`config.mk`:
```
export PLATFORM = sky130hd
export DESIGN_NAME = debounce_scen
export DESIGN_NICKNAME = d
export VERILOG_FILES = /design/src/rtl/debounce_scen.sv
export SDC_FILE = /design/constraint.sdc
export NUM_CORES = 1
export LEC_CHECK = 0
export BUFFER_PORTS_ARGS = -buffer_cell sky130_fd_sc_hd__buf_4
export CAP_MARGIN = 5
export CORE_AREA = 2 2 39 41
export DETAILED_ROUTE_END_ITERATION = 7
export DIE_AREA = 0 0 41 43
export HOLD_SLACK_MARGIN = 0.03
export PLACE_DENSITY = 0.74
export SYNTH_ARGS = -nofsm -noshare
export SYNTH_HDL_FRONTEND = slang
export SYNTH_SLANG_ARGS = --single-unit
```
`constraint.sdc`:
```
create_clock -name clk -period 1.34 [get_ports clk]
set_input_delay 0.067 -clock clk [delete_from_list [all_inputs] [get_ports clk]]
set_output_delay 0.067 -clock clk [all_outputs]
set_load 0.05 [all_outputs]
```
`src/rtl/debounce_scen.sv`:
```
// debounce_scen: push-button conditioner.
// Two-flop synchroniser, ce-tick debounce FSM, one-clock press pulse (scen)
// and press-plus-auto-repeat pulse train (mcen). All outputs registered.
// Build option: define DEBOUNCE_SCEN_REPEAT_EN to build the REPEAT state and
// auto-repeat; without it HELD simply waits for release and mcen equals scen.
//
// state        | meaning
// -------------+-----------------------------------------------------------
// IDLE         | button released and accepted as released
// PRESS_WAIT   | pb_s high, counting stable ce ticks before accepting press
// HELD         | press accepted; counting ce ticks toward first repeat
// REPEAT       | auto-repeat running, mcen every RPT_PERIOD ce ticks
// RELEASE_WAIT | pb_s low after a press, counting stable ticks to release
// codes 5-7    | illegal, forced back to IDLE on the next clk
module debounce_scen #(
    parameter int DB_TICKS   = 4,
    parameter int RPT_DELAY  = 8,
    parameter int RPT_PERIOD = 2,
    parameter int CW         = 4
) (
    input  logic       clk,
    input  logic       reset,
    input  logic       ce,
    input  logic       pb,
    output logic       db_state,
    output logic       scen,
    output logic       mcen,
    output logic [2:0] state
);

    typedef enum logic [2:0] {
        IDLE         = 3'd0,
        PRESS_WAIT   = 3'd1,
        HELD         = 3'd2,
        REPEAT       = 3'd3,
        RELEASE_WAIT = 3'd4
    } state_t;

    // The tick counter must reach the largest terminal count.
    localparam int MAX_AB   = (DB_TICKS > RPT_DELAY) ? DB_TICKS : RPT_DELAY;
    localparam int MAX_TICK = (MAX_AB > RPT_PERIOD) ? MAX_AB : RPT_PERIOD;

    if (MAX_TICK - 1 >= (1 << CW)) begin : g_cw_check
        $error("debounce_scen: CW too narrow for the configured tick counts");
    end

    localparam logic [CW-1:0] DB_LAST = CW'(DB_TICKS - 1);
`ifdef DEBOUNCE_SCEN_REPEAT_EN
    localparam logic [CW-1:0] RPT_DELAY_LAST  = CW'(RPT_DELAY - 1);
    localparam logic [CW-1:0] RPT_PERIOD_LAST = CW'(RPT_PERIOD - 1);
`endif

    logic          sync1;
    logic          pb_s;
    logic [CW-1:0] cnt;
    state_t        state_q;

    // Two-flop synchroniser bringing the raw button into the clk domain.
    always_ff @(posedge clk) begin
        if (reset) begin
            sync1 <= 1'b0;
            pb_s  <= 1'b0;
        end else begin
            sync1 <= pb;
            pb_s  <= sync1;
        end
    end

    // Debounce FSM; a level change on pb_s always wins over a coincident ce.
    always_ff @(posedge clk) begin
        if (reset) begin
            state_q  <= IDLE;
            cnt      <= '0;
            db_state <= 1'b0;
            scen     <= 1'b0;
            mcen     <= 1'b0;
        end else begin
            scen <= 1'b0;
            mcen <= 1'b0;
            case (state_q)
                IDLE: begin
                    if (pb_s) begin
                        state_q <= PRESS_WAIT;
                        cnt     <= '0;
                    end
                end
                PRESS_WAIT: begin
                    if (!pb_s) begin
                        state_q <= IDLE;
                        cnt     <= '0;
                    end else if (ce) begin
                        if (cnt == DB_LAST) begin
                            state_q  <= HELD;
                            cnt      <= '0;
                            db_state <= 1'b1;
                            scen     <= 1'b1;
                            mcen     <= 1'b1;
                        end else begin
                            cnt <= cnt + 1'b1;
                        end
                    end
                end
                HELD: begin
                    if (!pb_s) begin
                        state_q <= RELEASE_WAIT;
                        cnt     <= '0;
                    end
`ifdef DEBOUNCE_SCEN_REPEAT_EN
                    else if (ce) begin
                        if (cnt == RPT_DELAY_LAST) begin
                            state_q <= REPEAT;
                            cnt     <= '0;
                            mcen    <= 1'b1;
                        end else begin
                            cnt <= cnt + 1'b1;
                        end
                    end
`endif
                end
`ifdef DEBOUNCE_SCEN_REPEAT_EN
                REPEAT: begin
                    if (!pb_s) begin
                        state_q <= RELEASE_WAIT;
                        cnt     <= '0;
                    end else if (ce) begin
                        if (cnt == RPT_PERIOD_LAST) begin
                            cnt  <= '0;
                            mcen <= 1'b1;
                        end else begin
                            cnt <= cnt + 1'b1;
                        end
                    end
                end
`endif
                RELEASE_WAIT: begin
                    if (pb_s) begin
                        // Bounce back up: resume HELD with a fresh repeat timer.
                        state_q <= HELD;
                        cnt     <= '0;
                    end else if (ce) begin
                        if (cnt == DB_LAST) begin
                            state_q  <= IDLE;
                            cnt      <= '0;
                            db_state <= 1'b0;
                        end else begin
                            cnt <= cnt + 1'b1;
                        end
                    end
                end
                default: begin
                    state_q  <= IDLE;
                    cnt      <= '0;
                    db_state <= 1'b0;
                end
            endcase
        end
    end

    assign state = state_q;

endmodule

```
Yosys cells after proc, flatten, opt, wreduce, memory -nomap -nowiden. Index checks and enable logic that the tools add are counted.

Div/mod/pow operators: 0. Add/sub/neg operators: 1. Multiplexer cells: 24. Multipliers: 0. $lt $le $gt $ge: 0. Equality and inequality tests: 16. Reductions and logical operators: 6. Shift-type cells: 0. Bitwise gates (word level): 4.

Operator list (number): two-way mux 3 bit (8); two-way mux 4 bit (6); != test 2 bit, second input constant (8); case mux 4 bit (4 select lines) (1); != test 3 bit, second input constant (4); case mux 3 bit (4 select lines) (1); two-way mux 1 bit (7); AND reduction 7 bit (1); AND reduction 6 bit (1); adder 4 x 1 -> 4 bit, second input constant (1); == test 4 x 2 -> 1 bit, second input constant (1); inverter 1 bit (4); OR reduction 4 bit (1); == test 3 x 1 -> 1 bit, second input constant (1); == test 3 x 2 -> 1 bit, second input constant (1); == test 3 bit, second input constant (1); logical NOT 3 bit (1); case mux 1 bit (3 select lines) (1); AND reduction 2 bit (1); OR reduction 2 bit (1).

Memory bits (read-only): 0. Bits in registers: 11. Logic and storage cells: 57. Memories kept: 0. Bits in latches: 0. Bits in writable memories: 0. Bits of input ports: 4. Output and inout port bits: 6.

Longest topological paths before layout. Gate-level depths: netlist (run 1).

Depth in word-level cells: 5. Mapped depth: 5. Mapped depth without buffers: 5.

Worst setup path before layout (run 1). Ideal clock, no wire load.

Path kind: reg2reg. Start: register state_q[1] (netlist: state[1]). End: register cnt[3]. Path buffers: 1. Stages on the path, launching flop included: 6. Data required time: 1212 ps. Library setup time: 128 ps. Clock period less this slack: 1550 ps. Data arrival time: 1422 ps. Setup slack: -210 ps. Cells stage by stage: dfxtp_1 > buf_6 > xor2_2 > nor3_1 > nor3_1 > nor3_2.

Longest elaborated chain between the ends: 3. Elaborated cells on any way between the ends: 8. Classes of those cells: 5 x eq/ne; 1 x mux; 2 x reduce/logical.

Ends and longest elaborated chain: start, declared (RTL line 56) `state_t state_q;`; start signal, assigned (RTL line 72) `state_q <= IDLE;`; start signal, assigned (RTL line 83) `state_q <= PRESS_WAIT;`; start signal, assigned (RTL line 89) `state_q <= IDLE;`; == test 3 x 2 -> 1 bit or logical NOT 3 bit (tied branches) (RTL line 80) `case (state_q)`; != test 2 bit (no source line); AND reduction 2 bit (no source line); end signal, assigned (RTL line 99) `cnt <= cnt + 1'b1;`; end signal, assigned (RTL line 146) `cnt <= cnt + 1'b1;`; end, declared (RTL line 55) `logic [CW-1:0] cnt;`.

Several ways; a longest one is shown, not always the timed one. A chain may end at the register's enable or synchronous reset.

Final worst setup path (run 1).
Start: register cnt[0]. End: register db_state.

Longest elaborated chain between the ends: 3. Elaborated cells on any way between the ends: 4. Classes of those cells: 3 x eq/ne; 1 x reduce/logical.

Ends and longest elaborated chain: == test 4 x 2 -> 1 bit * (RTL line 92, 141); != test 2 bit (no source line); AND reduction 7 bit (no source line) *; end signal, assigned (RTL line 95) `db_state <= 1'b1;`; end signal, assigned (RTL line 144) `db_state <= 1'b0;`; end signal, assigned (RTL line 153) `db_state <= 1'b0;`; end, declared (RTL line 25) `output logic db_state,`.

Mark *: on every way between the ends. The rest lies on a longest branch, timed or not.

==> impl_metrics.ini, run 1 <==
[yosys]
synth_fa_ha_area_share_pct = 2.07
yosysTopAreaCellShare_pct = 36.5
yosysMostFrequentCell = dfxtp_1
ys_async_sr_fraction_pct = 0
synth_compound_gate_area_share_pct = 16.0
synth_area_per_cell_um2 = 9.42
synthTopCellsByArea = dfxtp_1, mux2i_1, nor3_1
syn-cell-area_um2 = 603
synth_edf_count = 0
synth-seq-cells = 11
synth.net_count = 69
synth_top_family_by_area = simple AND/OR/NAND/NOR gates
synth_ff_type = dfxtp_1
muxShareOfSynthArea_pct = 4.98
yosys_warnings = 0
synth-xor-area-share_pct = 5.60
ys_types = 34
synth-simple-area-share_pct = 28.2
yosysSeqAreaShare_pct = 36.5
ys_top_cells_by_count = dfxtp_1, nor2_1, nor3_1
netlist_instances = 64
synth_top_area_cell = dfxtp_1

[clock_network]
clock_sinks = 11
path_clk_slew_ps = 70
cts_tree = yes
worstSkewPairLatency_ps = 270
postCtsSetupBuffers = 0
cts_buffers = 3
h-tree-depth = 1
clock-root-buffer = clkbuf_4
ctsLongestPathBuffers = 2

[layout]
area_growth_syn_to_layout_pct = 25.1
nNetsFinal = 80
antenna_cells = 0
finalNonFillerCells = 90
final_area_um2 = 754
fillCellCount = 109
drive_gt1_share_pct = 40.5

[setup_path]
path_cells = ha_4 -> and4bb_4 -> a21oi_2 -> o21ai_1 -> a221oi_2
path_depth = 5
cp_slowest_cell = dfxtp_4
cp.required_ps = 1530
crit_arrival_ps = 1480
crit_buf_inv = 0
worst-r2r-cell-count = 5
worst_path_largest_cell_delay_ps = 360
endpoint_kind = flip-flop
crit_path_max_fanout = 7
critPathTopFamily = compound AO/OA/AOI/OAI gates
crit_path_start_kind = flip-flop
crit_type = reg2reg

[routing]
postRouteAntennaNets = 0
drc = 0
finalWirelength_um = 1070
vias = 477
viasPerCell = 5.30
wl_per_cell_um = 11.9
drt_iter0_drc = 10
firstDrtPassIters = 4

[timing]
fin_hold_ws_ps = 34.0
slew_viol_final = 0
hold_viol_final = 0
rsz0062_at_grt = yes
fin_crit_sh_pct = 96.8
period_needed_ps = 1300
setup_violations = 0
max_freq_ghz = 0.771
slew_headroom_pct = 78.6
tightest_slew_ps = 320
finalClockSkew_ps = 1.71

[floorplanning]
die_h_um = 43
die_width_um = 41
num_io_pins = 10
initial_core_util_pct = 43.6
core_area_um2 = 1380
die_area_um2 = 1760
placementRows = 14

[place]
placedCellCount = 85
port_buffers = 9
gp_congestion = 0.843
dpl.hpwl_um = 719
postPlaceCellArea_um2 = 672

[hold_path]
hold_path_class = in2reg
holdPathStages = 2

[power_and_ir_drop]
p_leak_nw = 0.288
power.density_nw_per_um2 = 809
irDropWorstVdd_mv = 0.512

[grt]
antenna_found_initial = 0
track_usage_pct = 14.6
global_route.overflow_total = 0
grt_max_degree = 15
grt_pass1_wl_um = 1740
grt_pass1_vias = 397

[job]
maxCapViolations = 0

[outcome]
outcome = finished clean
==> sequential cells by signal (all words and copies together) (netlist names) <==
register	count
cnt	4
db_state	1
mcen	1
pb_s	1
state	3
sync1	1
==> area by class of cell <==
class | instances | area [µm²] | share of cell area (%)
clock buffers | 4 | 26.3 | 3.48
inverters | 2 | 7.51 | 0.995
multi-input cells | 46 | 380 | 50.4
flip-flops and latches | 11 | 235 | 31.2
well taps | 16 | 20.0 | 2.65
repair buffers | 11 | 85.1 | 11.3
==> final timing paths <==
check        startpoint  slack, ps       end
max reg2reg      cnt[0]         40  db_state
max              cnt[0]         40  db_state
min reg2reg       sync1        450      pb_s
min               reset         30      pb_s
==> logic make-up after synthesis <==
group                    after synthesis
XOR/XNOR                               3
adder cells (fa/ha/maj)                1
flip-flops                            11
AO/OA/AOI/OAI                         11
AND/OR/NAND/NOR                       28
buffers and inverters                  7
multiplexers                           3
==> metal layers <==
metal | GRT usage [%] | share of wire [%]
met1 | 22.3 | 47
met2 | 18.4 | 48
met3 | 4.71 | 3.6
met4 | 6.00 | 1.3
met5 | 0 | 0
==> power by group <==
group,internal (mW),switching [mW]
Clock,0.115,0.113
Sequential,0.328,0.00810
Combinational,0.0218,0.0247
==> cell usage in the layout (no fill, tap or decap), drive strengths merged <==
master       Yosys  routed
dlygate4sd3      0       1
nor4             1       1
or3              1       1
nand2b           2       2
and2b            1       1
xnor2            1       1
a221oi           1       1
nor4b            1       1
inv              2       2
nor3b            2       2
and4bb           1       1
nand2            2       2
o311ai           1       1
a21oi            2       2
nor2b            3       3
o22ai            1       1
o31ai            2       2
nor2             6       6
o21bai           1       1
ha               1       1
nor3             6       6
buf              4      10
dfxtp           11      11
and4             1       1
mux2i            3       3
clkbuf           1       4
a2111oi          1       1
nand3            1       1
xor2             2       2
o21ai            2       2
==> what timing repair did <==
action                                  in CTS  in global routing
endpoints found under the setup margin       2                  7
resized for setup                            2                 12
endpoints found under the hold margin        1                  0
pin swaps                                    1                  5
hold buffers                                 1                  0
==> stage by stage <==
| step | util [%] | TNS, ps | worst slack, ps | power (mW) |
|---|---|---|---|---|
| 6_report | 54.5 | 0 | 43.3 | 0.610 |
| 5_1_grt | 54.5 | -43.3 | -35.9 | 0.634 |
| 2_1_floorplan | - | -3.25 | -3.25 | 0.372 |
| 4_1_cts | 51.6 | 0 | 8.97 | 0.616 |
| 3_3_place_gp | 48.6 | 0 | 33.6 | 0.386 |
| 3_5_place_dp | 48.6 | 0 | 8.05 | 0.387 |
No activity file was read; power rests on OpenSTA's default activity.
==> inputs of run 2 (changes only) <==
PLACE_DENSITY = 0.71   (was 0.74)
clock period = 1.4 ns   (was 1.34 ns; I/O delays follow)
==> run 2 against run 1 <==
- flip-flop and latch count did not move
- sequential power down 4%
- routed wire length is 11% higher
- critical path depth stayed put
- first-iteration DRC count shrank 50%
- sequential share of layout area decreased by 1.4 points
- clock power down 2%
- non-clock buffer count is 5 higher
- critical endpoint unchanged
- largest cell class unchanged
==> impl_metrics.ini, run 2 (synthesis results as in run 1) <==
[timing]
fin_hold_ws_ps = 177
fin_crit_sh_pct = 95.7
setup_violations = 0
hold_viol_final = 0
max_freq_ghz = 0.746
rsz0062_at_grt = no
slew_headroom_pct = 75.5
period_needed_ps = 1340
finalClockSkew_ps = 2.55
slew_viol_final = 0
tightest_slew_ps = 358

[routing]
firstDrtPassIters = 4
postRouteAntennaNets = 0
vias = 500
viasPerCell = 5.26
drt_iter0_drc = 5
wl_per_cell_um = 12.5
drc = 0
finalWirelength_um = 1190

[hold_path]
hold_path_class = in2reg
holdPathStages = 4

[place]
gp_congestion = 0.867
port_buffers = 9
placedCellCount = 87
dpl.hpwl_um = 827

[clock_network]
worstSkewPairLatency_ps = 280
clock_sinks = 11
h-tree-depth = 1
ctsLongestPathBuffers = 2
path_clk_slew_ps = 70
cts_tree = yes
cts_buffers = 3
clock-root-buffer = clkbuf_4

[setup_path]
crit_buf_inv = 0
cp_slowest_cell = dfxtp_2
worst_path_largest_cell_delay_ps = 330
endpoint_kind = flip-flop
worst-r2r-cell-count = 5
path_depth = 5
crit_path_max_fanout = 7
crit_arrival_ps = 1520
critPathTopFamily = compound AO/OA/AOI/OAI gates
cp.required_ps = 1580
crit_type = reg2reg
path_cells = ha_1 -> and4bb_4 -> a21oi_1 -> o21ai_0 -> a221oi_1
crit_path_start_kind = flip-flop

[layout]
antenna_cells = 0
mostFrequentLayoutCells = buf_4, dfxtp_1, nor2_1, nor3_1
top_register = cnt
mostFrequentLayoutCell = buf_4
finalNonFillerCells = 95
area_growth_syn_to_layout_pct = 24.9
drive_gt1_share_pct = 31.6
largest_reg_flops = 4
nNetsFinal = 85

[floorplanning]
die_width_um = 41
placementRows = 14
initial_core_util_pct = 43.6
die_h_um = 43
core_area_um2 = 1380
num_io_pins = 10
die_area_um2 = 1760

[power_and_ir_drop]
power.density_nw_per_um2 = 796
p_leak_nw = 0.312
irDropWorstVdd_mv = 0.530
power_uw = 600

[grt]
track_usage_pct = 17.7
grt_pass1_wl_um = 2040
grt_pass1_vias = 468
global_route.overflow_total = 0
antenna_found_initial = 0
grt_max_degree = 13

[outcome]
outcome = finished clean

[job]
maxCapViolations = 0
run 2: final cells by class:
cell class	count	area [µm²]
clock buffer	4	26.3
fill	133	631
inverter	2	7.51
multi-input combinational	46	348
sequential	11	224
tap	16	20.0
timing repair buffer	16	128
run 2: worst reg2reg max path: cells and delay by family, from the launching register on:
family	cells	cell delay, ps
AO/OA/AOI/OAI	3	480
adder cells (fa/ha/maj)	1	200
flip-flops	1	330
AND/OR/NAND/NOR	1	220
run 2: through the flow:
stage | util [%] | cell area, µm² | setup TNS [ps] | setup WS, ps
2_1_floorplan | - | 606 | -27.8 | -27.8
3_3_place_gp | 49.4 | 683 | 0 | 92.2
5_1_grt | 54.4 | 753 | 0 | 1.84
6_report | 54.4 | 753 | 0 | 60.1
4_1_cts | 53.4 | 739 | 0 | 6.37
3_5_place_dp | 49.4 | 683 | 0 | 9.11
run 2: final timing paths:
check / from / to / slack [ps]
setup / recovery: cnt[0] / db_state / 60
hold / removal: ce / cnt[1] / 180
setup reg to reg: cnt[0] / db_state / 60
hold reg to reg: sync1 / pb_s / 450
run 2: what timing repair did:
| item | 4_1_cts | 5_1_grt |
|---|---|---|
| setup buffers | 0 | 1 |
| hold buffers | 3 | 0 |
| endpoints found under the hold margin | 4 | 0 |
| gates resized for setup | 0 | 2 |
| endpoints found under the setup margin | 0 | 4 |
run 2: routing by layer:
metal	GRT usage [%]	vias to the layer above	share of wire (%)
met5	0	-	0
li1	-	258	-
met2	22.8	13	45
met1	25.7	226	48
met3	4.71	3	4.4
met4	10.0	0	2.7
run 2: where the power goes:
part / leakage, nW / internal (mW) / switching [mW] / total [mW]
logic: 0.206 / 0.0269 / 0.0262 / 0.0531
clock network: 0.0150 / 0.111 / 0.113 / 0.223
registers: 0.0907 / 0.318 / 0.00550 / 0.323
total: 0.312 / 0.455 / 0.144 / 0.600
